===== config.mk =====
export PLATFORM = sky130hd
export DESIGN_NAME = crc32_d8
export DESIGN_NICKNAME = d
export VERILOG_FILES = /design/src/rtl/rx_pkg.sv /design/src/rtl/crc32_d8.sv
export SDC_FILE = /design/constraint.sdc
export NUM_CORES = 1
export LEC_CHECK = 0
export ABC_AREA = 1
export BUFFER_PORTS_ARGS = -buffer_cell sky130_fd_sc_hd__buf_2
export CAP_MARGIN = 40
export CORE_MARGIN = 2
export CORE_UTILIZATION = 35
export DETAILED_ROUTE_END_ITERATION = 7
export PLACE_DENSITY = 0.67
export SLEW_MARGIN = 15
export SYNTH_ARGS = -nofsm -noshare
export SYNTH_HDL_FRONTEND = slang
export SYNTH_SLANG_ARGS = --single-unit

===== constraint.sdc =====
create_clock -name vclk -period 2.5
set_input_delay 0.25 -clock vclk [all_inputs]
set_output_delay 0.25 -clock vclk [all_outputs]
set_load 0.01 [all_outputs]

===== src/rtl/rx_pkg.sv =====
// Shared constants and state encoding for the RX frame checker.
package rx_pkg;

  localparam int DATA_W    = 8;
  localparam int DLY_DEPTH = 4;

  // Reflected CRC-32 (Ethernet FCS)
  localparam logic [31:0] CRC_POLY    = 32'hEDB8_8320;
  localparam logic [31:0] CRC_INIT    = 32'hFFFF_FFFF;
  localparam logic [31:0] CRC_RESIDUE = 32'hDEBB_20E3;

  // Frame length limits, byte counts including FCS
  localparam logic [10:0] MIN_FRAME = 11'd64;
  localparam logic [10:0] MAX_FRAME = 11'd1518;
  localparam logic [10:0] LEN_SAT   = 11'd2047;

  typedef enum logic [1:0] {
    ST_IDLE   = 2'd0,
    ST_FILL   = 2'd1,
    ST_STREAM = 2'd2,
    ST_STATUS = 2'd3
  } rx_state_t;

endpackage


===== src/rtl/crc32_d8.sv =====
// One byte step of the reflected CRC-32, LSB of the data byte first.
module crc32_d8
  import rx_pkg::*;
(
  input  logic [31:0]       crc_in,
  input  logic [DATA_W-1:0] data,
  output logic [31:0]       crc_out
);

  // Eight serial shift/XOR steps unrolled into one combinational cloud
  always_comb begin
    logic [31:0] c;
    c = crc_in ^ {24'h0, data};
    for (int i = 0; i < 8; i++) begin
      c = c[0] ? ((c >> 1) ^ CRC_POLY) : (c >> 1);
    end
    crc_out = c;
  end

endmodule


==> metrics.md <==
| Metric | Value |
|---|---|
| Endpoints failing setup | `0` |
| Drc violations | `0` |
| Largest cells by area after synthesis | `nand2_1 (33%), xor2_1 (15%), inv_1 (9.6%)` |
| Crit Path Class | `in -> out` |
| Final instance area | `0.00179 mm²` |
| Dpl cells | `377` |
| Pin count of the biggest net entering global routing | `10` |
| Final Util | `0.483` |
| Congestion Overflow GR | `0` |
| CP Data Arrival Time | `1.36 ns` |
| Via density | `about 4.4` |
| Met1 GRT Util | `0.190` |
| Syn_nets | `between 200 and 300` |
| Post-detail-place hpwl | `2880 µm` |
| Nets | `371` |
| Final antenna-violating net count | `0` |
| Port bufs | `72` |
| Io pins | `72` |
| Most area-hungry cell type in the Yosys netlist | `nand2_1` |
| Unrepaired setup endpoints after global routing | `false` |
| Post-CTS Hold Buffers | `0` |
| Drt wl/cell | `about 9 µm` |
| Core Area | `0.00372 mm²` |
| First-pass GRT wire length | `between 5000 and 6000 µm` |
| GRT busiest layer | `met2` |
| Die area | `0.00444 mm²` |
| Peak Freq | `about 620 MHz` |
| Setup bufs post-CTS | `0` |
| Reg area | `0 µm²` |
| Die height | `66.7 µm` |
| Routed Wire Length | `about 3400 µm` |
| Seq/Total Area, Yosys | `0` |
| Yosys cell types | `17` |
| Ant diodes | `0` |
| Part of the power in registers | `0` |
| Critical path fanouts, max | `8` |
| Setup_tns | `0 ns` |
| Slew margin rel. | `0.838` |
| Cell Area, Synth | `0.00137 mm²` |
| Tot GR Track Use | `0.153` |
| Met3 GRT Util | `0.00507` |
| First-pass detailed-route iteration total | `4` |
| Sw frac | `0.597` |
| Share of cells above drive strength 1 | `0.350` |
| Pint | `between 0.2 and 0.25 mW` |
| Starting Density | `0.370` |
| Clock period minus worst slack | `1.61 ns` |
| Site Rows | `22` |
| Post-DP Area | `0.00179 mm²` |
| P per Cell Area | `327 mW/mm²` |
| Startpoint Class | `input port` |
| Worst Path Required | `2.25 ns` |
| Switching pwr | `0.350 mW` |
| Met2 GRT Util | `0.306` |
| Outcome | `complete, no violations` |
| Leakage | `1.19 nW` |
| Post_cts resized | `0` |
| Num sequential | `0` |
| CLK BUF | `0` |
| Synth warn | `0` |
| Worst vdd ir | `0.154 mV` |
| Final Non-Filler Cells | `377` |
| Cells after Synth | `around 260` |
| Post-synth top area share | `0.333` |
| Starting DRT DRC Count | `42` |
| Final Max Slew Viols | `0` |
| Multi-input gate area | `0.00121 mm²` |
| Die width | `66.7 µm` |
| Gate power share | `1.000` |
| Clock share of power | `0` |
| P&R area growth vs syn | `30.6%` |
| Final Hold Viols | `0` |
| Min-delay worst type | `in -> out` |
| Critical Path End Type | `output pin` |
| Period utilization | `0.643` |
| Vias in the first global route | `1386` |
| Max-cap violation count | `0` |
| Vias | `1663` |
| GP Congestion | `0.785` |
| Actual slew at the worst max-slew pin | `0.243 ns` |
| Fillers | `433` |
| Post-Syn Area per Cell | `around 5.3 µm²` |
| Initial antenna violation count | `0` |
| Tot Pwr | `0.587 mW` |
[cells in the mapped netlist]
cell / n
inv_1: 35
inv_2: 5
inv_6: 1
nand2_1: 122
nand2_2: 21
nand2_4: 11
nand2_8: 2
nand3_1: 23
nand3_2: 1
nand4_1: 1
or2_0: 1
or2_1: 1
xnor2_1: 6
xnor2_2: 1
xnor3_1: 1
xor2_1: 24
xor2_2: 1
[critical path, cell delays in order]
cell,delay [ns]
buf_2,0.11
inv_1,0.07
nand2_1,0.07
nand2_2,0.14
nand2_1,0.11
nand2_4,0.14
nand2_2,0.09
nand2_2,0.09
xor2_1,0.14
buf_2,0.15
[layout by cell type, fill, tap and decap left out]
cell type and instances:
xnor2_1 6, xor2_1 24, nand4_1 1, inv_6 1, xnor2_2 1, xnor3_1 1
or2_0 1, nand2_1 122, nand2_8 2, nand3_2 1, nand2_2 21, nand2_4 11
inv_1 35, nand3_1 23, buf_2 72, inv_2 5, or2_1 1, xor2_2 1
[kinds of logic after synthesis]
group / after synthesis / synth area share
buffers and inverters: 41 / 0.116
xor gates and xnor gates: 33 / 0.231
and+or+nand+nor: 183 / 0.653
[final timing paths]
path	start	to	slack, ns	depth (start not counted)
hold / removal	crc_in[19]	crc_out[11]	0.76	3
setup / recovery	data[1]	crc_out[27]	0.89	10
[through the flow]
stage	worst slack, ns	hold slack, ns
2_1_floorplan	1.18	0.580
3_3_place_gp	0.896	0.763
3_5_place_dp	0.891	0.765
4_1_cts	0.889	0.767
5_1_grt	0.768	0.777
6_report	0.893	0.764
[routing by layer]
metal,part of all wire,wire [µm],vias up
li1,-,-,913
met1,0.45,1530,716
met2,0.50,1700,34
met3,0.045,153,0
met4,0,0,0
met5,0,0,-
[final cells by class]
class | count | area share
Inverter | 41 | 0.0886
Multi-Input combinational cell | 216 | 0.677
Timing Repair Buffer | 72 | 0.201
Tap cell | 48 | 0.0335
[power groups by stage]
stage	clock network, mW	logic (mW)	registers (mW)
final	0	0.587	0
after global routing	0	0.653	0
after detailed placement	0	0.592	0
after CTS	0	0.594	0
after floorplan	0	0.398	0
after global placement	0	0.587	0
Power figures use the tool's default switching activity.
